## config.mk

```make
export PLATFORM = sky130hd
export DESIGN_NAME = read_controller
export DESIGN_NICKNAME = d
export VERILOG_FILES = /design/src/rtl/coproc_pkg.sv /design/src/rtl/cmd_detector.sv /design/src/rtl/read_controller.sv
export SDC_FILE = /design/constraint.sdc
export NUM_CORES = 1
export LEC_CHECK = 0
export BUFFER_PORTS_ARGS = -buffer_cell sky130_fd_sc_hd__clkbuf_2
export CAP_MARGIN = 20
export CORE_MARGIN = 2
export CORE_UTILIZATION = 41
export CTS_BUF_LIST = sky130_fd_sc_hd__clkbuf_8 sky130_fd_sc_hd__clkbuf_16
export CTS_CLUSTER_SIZE = 8
export DETAILED_ROUTE_END_ITERATION = 12
export GPL_TIMING_DRIVEN = 0
export PLACE_DENSITY_LB_ADDON = 0.1
export SLEW_MARGIN = 20
export SYNTH_ARGS = -nofsm -noshare
export SYNTH_HDL_FRONTEND = slang
export SYNTH_SLANG_ARGS = --single-unit
```

## constraint.sdc

```tcl
create_clock -name clk -period 4.95 [get_ports clk]
set_clock_uncertainty 0.2 [all_clocks]
set_input_delay 0.7425 -clock clk [delete_from_list [all_inputs] [get_ports clk]]
set_output_delay 0.7425 -clock clk [all_outputs]
set_load 0.005 [all_outputs]
```

## src/rtl/coproc_pkg.sv

```systemverilog
// coproc_pkg
// Shared types and constants for the buffer coprocessor blocks: the read-back
// controller and the loader share the command constants, the buffer depth and
// the read controller state type.
// Ports: none (package).

package coproc_pkg;

   // Read controller states: one BRAM fetch, one latch of the read data,
   // a hand-off to the transmitter, then a wait for the frame to drain.
   typedef enum logic [2:0] {
      IDLE,
      FETCH,
      LATCH,
      SEND,
      DRAIN
   } read_state_t;

   // ASCII "rd\n" starts a read-back, "ra\n" starts a load.
   localparam logic [23:0] CMD_READ  = 24'h72640A;
   localparam logic [23:0] CMD_WRITE = 24'h72610A;

   localparam int DEPTH_DEFAULT = 1024;

endpackage

```

## src/rtl/cmd_detector.sv

```systemverilog
// cmd_detector
// Watches the UART receive stream for a three-byte command and raises a
// registered single-cycle match pulse on the cycle after the final byte.
// Ports:
//   clk, rst_n      clock, asynchronous active-low reset
//   byte_received   byte from the UART receiver
//   rx_data_ready   single-cycle strobe qualifying byte_received
//   enable          when low, received bytes are ignored entirely
//   clear           flushes the history (takes priority over a new byte)
//   match           registered pulse: last three bytes equal CMD

module cmd_detector
   import coproc_pkg::*;
#(
   parameter logic [23:0] CMD = CMD_READ
) (
   input  logic       clk,
   input  logic       rst_n,
   input  logic [7:0] byte_received,
   input  logic       rx_data_ready,
   input  logic       enable,
   input  logic       clear,
   output logic       match
);

   logic [23:0] shift_q, shift_d;
   logic        match_q, match_d;
   logic [23:0] shifted;

   assign shifted = {shift_q[15:0], byte_received};

   // The match is judged on the post-shift history so the pulse lands one
   // cycle after the final byte strobe. Clearing wipes the history so a
   // trailing newline after a command cannot complete a second match.
   always_comb begin
      shift_d = shift_q;
      match_d = 1'b0;
      if (clear) begin
         shift_d = 24'h0;
      end else if (enable && rx_data_ready) begin
         shift_d = shifted;
         match_d = (shifted == CMD);
      end
   end

   always_ff @(posedge clk or negedge rst_n) begin
      if (!rst_n) begin
         shift_q <= 24'h0;
         match_q <= 1'b0;
      end else begin
         shift_q <= shift_d;
         match_q <= match_d;
      end
   end

   assign match = match_q;

endmodule

```

## src/rtl/read_controller.sv

```systemverilog
// read_controller
// Streams the whole BRAM buffer out through the UART transmitter, one byte per
// frame, each time the host sends "rd\n".
// Ports:
//   clk, rst_n      clock, asynchronous active-low reset
//   byte_received   byte from the UART receiver
//   rx_data_ready   receiver strobe
//   dout            BRAM read data, valid the cycle after en
//   tx_busy         transmitter busy flag
//   en, addr        BRAM read port (read only)
//   tx_start        single-cycle transmit request
//   tx_data         byte being transmitted, held until the frame ends
//   busy            high while a transfer is in progress

module read_controller
   import coproc_pkg::*;
#(
   parameter int DEPTH  = DEPTH_DEFAULT,
   parameter int ADDR_W = $clog2(DEPTH)
) (
   input  logic              clk,
   input  logic              rst_n,
   input  logic [7:0]        byte_received,
   input  logic              rx_data_ready,
   input  logic [7:0]        dout,
   input  logic              tx_busy,
   output logic              en,
   output logic [ADDR_W-1:0] addr,
   output logic              tx_start,
   output logic [7:0]        tx_data,
   output logic              busy
);

   // End-of-buffer is tested at the address width, so the last address is
   // reached exactly rather than relying on a wrap to DEPTH.
   localparam logic [ADDR_W-1:0] LAST_ADDR = ADDR_W'(DEPTH - 1);

   read_state_t       state_q, state_d;
   logic [ADDR_W-1:0] addr_q, addr_d;
   logic [7:0]        tx_data_q, tx_data_d;
   logic              guard_q, guard_d;
   logic              cmd_match;
   logic              det_clear;
   logic              det_enable;

   // Commands are only listened for while idle, so a repeated "rd\n" in the
   // middle of a transfer neither restarts nor extends it.
   assign det_enable = (state_q == IDLE);

   cmd_detector #(
      .CMD (CMD_READ)
   ) u_cmd_detector (
      .clk           (clk),
      .rst_n         (rst_n),
      .byte_received (byte_received),
      .rx_data_ready (rx_data_ready),
      .enable        (det_enable),
      .clear         (det_clear),
      .match         (cmd_match)
   );

   // Next-state and outputs. tx_start is combinational on tx_busy so the
   // request is never raised while the transmitter is still busy. The DRAIN
   // guard cycle skips the cycle where tx_busy has not yet risen in response
   // to the request just made.
   always_comb begin
      state_d   = state_q;
      addr_d    = addr_q;
      tx_data_d = tx_data_q;
      guard_d   = guard_q;
      en        = 1'b0;
      tx_start  = 1'b0;
      det_clear = 1'b0;
      case (state_q)
         IDLE: begin
            addr_d = '0;
            if (cmd_match) begin
               det_clear = 1'b1;
               state_d   = FETCH;
            end
         end
         FETCH: begin
            en      = 1'b1;
            state_d = LATCH;
         end
         LATCH: begin
            tx_data_d = dout;
            state_d   = SEND;
         end
         SEND: begin
            if (!tx_busy) begin
               tx_start = 1'b1;
               guard_d  = 1'b1;
               state_d  = DRAIN;
            end
         end
         DRAIN: begin
            if (guard_q) begin
               guard_d = 1'b0;
            end else if (!tx_busy) begin
               if (addr_q == LAST_ADDR) begin
                  addr_d  = '0;
                  state_d = IDLE;
               end else begin
                  addr_d  = addr_q + ADDR_W'(1);
                  state_d = FETCH;
               end
            end
         end
         default: begin
            state_d = IDLE;
         end
      endcase
   end

   always_ff @(posedge clk or negedge rst_n) begin
      if (!rst_n) begin
         state_q   <= IDLE;
         addr_q    <= '0;
         tx_data_q <= 8'h00;
         guard_q   <= 1'b0;
      end else begin
         state_q   <= state_d;
         addr_q    <= addr_d;
         tx_data_q <= tx_data_d;
         guard_q   <= guard_d;
      end
   end

   assign addr    = addr_q;
   assign tx_data = tx_data_q;
   assign busy    = (state_q != IDLE);

endmodule
```

==> results.ini <==
[worst_hold_path]
worstHoldPathType=reg -> reg
hp-start=u_cmd_detector.shift_q[13]$_DFFE_PN0P_

[layout]
antenna_cells=0
drive_above_1_share=0.3204
final_core_util=0.5006
final_nets=226
final_area_mm2=0.002135
area.growth.synth_to_final_pct=19.38

[routing]
drc_errors=0
routedWlPerCell_um=14.98
vias_per_cell=5.516
drt_iter0_drc=38
num_vias=1423
wl_um=3865
first_pass_iters=4
ant_nets=0

[synthesis]
synthCells=158
ys_seq_area_frac=0.5458
ys_types=38
ys_ff_latch=39
ys_async_sr_fraction=1.000
synth_area_mm2=0.001788
synth_edf_count=0
ys.flop_type=dfrtp_1
synth_nets=179
avgSynthCellArea_um2=11.32
ys_warn_count=0

[sta]
setup_slack_ns=2.516
fin_tns_setup_ns=0
whs_ns=0.3084
setup_violations=0
fmaxAchievable_ghz=0.4108
tightestPinTransition_ns=0.9420
period_share=0.4917
post-route-min-period_ns=2.434
hold_viol_final=0
rsz0062_at_grt=false
max_slew_margin=0.3720
slew_violations=0

[clock_network]
cts_tree=built
clock_path_buffers=2
cts-htree-levels=2
cts-root-buf=clkbuf_8
clk-insertion-delay-late_ns=0.29
postCtsSetupBuffers=0
path_clk_slew_ns=0.08
cts.sink_count=39
post_cts_resized=0
cts_made_buffers=5
hold_buffers=0

[die]
die_area_mm2=0.004905
die_y_um=70.04
die_x_um=70.04
initial_core_util=0.4193
core_area_mm2=0.004264
rows=24
boundaryPins=41

[setup_path]
crit_path_max_fanout=7
required_ns=4.01
path_class=reg -> out
crit_path_start_kind=register
reg2reg_from=state_q[0]$_DFFE_PN0P_
cp-startpoint=state_q[0]$_DFFE_PN0P_
endpoint_kind=primary output
worstPathArrival_ns=1.49

[global_routing]
grt_pass1_wl_um=6837
grt_util_all_layers=0.1768
grt_max_degree=40
grt_antenna_before_repair=0
grt-ovfl-total=0
grt_pass1_vias=1534

[outcome]
status=finished clean

[pwr]
seqPwrFrac=0.470
swShare=0.3534
netSwitchingPower_w=0.0003942
powerDensity_mw_per_mm2=522.5
leakage_nw=1.013
internal_power_w=0.0007211
comb_power_share=0.347
ir_worst_vdd_mv=0.2551
clockPowerShare=0.183

[placement]
place_congestion=0.7953
dp_slack_ns=2.590
dp_hpwl_um=2796
postPlaceCellArea_mm2=0.002053
portBuffers=40

[run]
cap_violations=0

-- cells in the final DEF, fill, tap and decap left out, types with 2 or more instances in the layout --
master	instances
a21oi_1	4
a22o_1	14
a31oi_1	3
and2_1	4
and3_1	2
clkbuf_2	40
clkbuf_8	5
dfrtp_1	39
inv_1	3
mux2_2	9
nand2_1	13
nand3_1	5
nand4_1	6
nor2_1	12
nor2b_1	3
nor3_1	5
nor3b_4	2
nor4bb_1	3
o21ai_0	7
o22ai_1	2
or2_2	2
xor2_1	4
-- metrics by stage --
stage          cells  total power, W
2_1_floorplan    158       0.0007813
3_3_place_gp     250       0.0009035
3_5_place_dp     250       0.0009210
4_1_cts          258        0.001128
5_1_grt          258        0.001202
6_report         258        0.001115
-- registers in the layout, summed over array words and instances, names as in the netlist --
| register | flops |
|---|---|
| guard_q | 1 |
| state_q | 3 |
| tx_data | 8 |
| addr | 10 |
| u_cmd_detector.shift_q | 16 |
| u_cmd_detector.match | 1 |
-- synth_stat cells (2+ instances only) --
cell type	number	area (µm²)
dfrtp_1	39	975.9
a22o_1	14	122.6
nand2_1	13	48.80
nor2_1	12	45.04
mux2_2	9	101.4
o21ai_0	7	35.03
nand4_1	6	37.54
nand3_1	5	25.02
nor3_1	5	25.02
a21oi_1	4	20.02
and2_1	4	25.02
xor2_1	4	35.03
a31oi_1	3	18.77
nor2b_1	3	18.77
nor4bb_1	3	30.03
and3_1	2	12.51
nor3b_4	2	37.54
o22ai_1	2	12.51
or2_2	2	12.51
-- layout make-up --
cell class              count  area (µm²)
well taps                  52       65.06
clock buffers               5       68.82
plain buffers               3       20.02
fillers                   391        2130
multi-input cells         114       784.5
repair buffers             40       200.2
inverters                   2       7.507
flip-flops and latches     39       975.9
clock inverters             3       12.51
-- worst max-delay path, cell delays in order, from the launching register on --
cell      delay [ns]
dfrtp_1         0.54
nand2_1         0.10
or2_2           0.30
nor2_1          0.12
clkbuf_2        0.13
-- cell families after synthesis --
family	Yosys count	share of synthesized area
DFF	39	0.5458
and+or+nand+nor	64	0.2127
xor gates and xnor gates	4	0.01959
adders and majority gates	1	0.006997
buffers and inverters	5	0.01539
AOI/OAI and AO/OA	36	0.1428
muxes	9	0.05668
-- final timing paths --
| check | endpoint | slack (ns) | cells after the start |
|---|---|---|---|
| worst min register to register | u_cmd_detector.shift_q[13]$_DFFE_PN0P_ | 0.31 | 1 |
| worst max-delay path | tx_start | 2.52 | 4 |
| worst max register to register | u_cmd_detector.shift_q[14]$_DFFE_PN0P_ | 3.03 | 4 |
| worst min-delay path | u_cmd_detector.shift_q[13]$_DFFE_PN0P_ | 0.31 | 1 |
| max in group asynchronous | u_cmd_detector.shift_q[1]$_DFFE_PN0P_ | 3.58 | 1 |
| min in group asynchronous | addr[2]$_DFFE_PN0P_ | 0.38 | 1 |
-- power by group through the flow --
stage | sequential (W) | combinational, W | clock [W]
final | 0.000524 | 0.000387 | 0.000204
after global routing | 0.000539 | 0.000437 | 0.000226
after CTS | 0.000523 | 0.000395 | 0.000210
after detailed placement | 0.000527 | 0.000394 | 0
after global placement | 0.000524 | 0.000379 | 0
after floorplan | 0.000509 | 0.000272 | 0
-- per-layer routing --
| layer | up-vias | GRT usage | routed length [µm] |
|---|---|---|---|
| met3 | 9 | 0.03896 | 161 |
| met1 | 698 | 0.1994 | 1647 |
| met4 | 0 | 0.09615 | 98 |
| li1 | 680 | - | - |
| met5 | - | 0 | 0 |
| met2 | 36 | 0.3090 | 1958 |
Power figures use the tool's default switching activity.
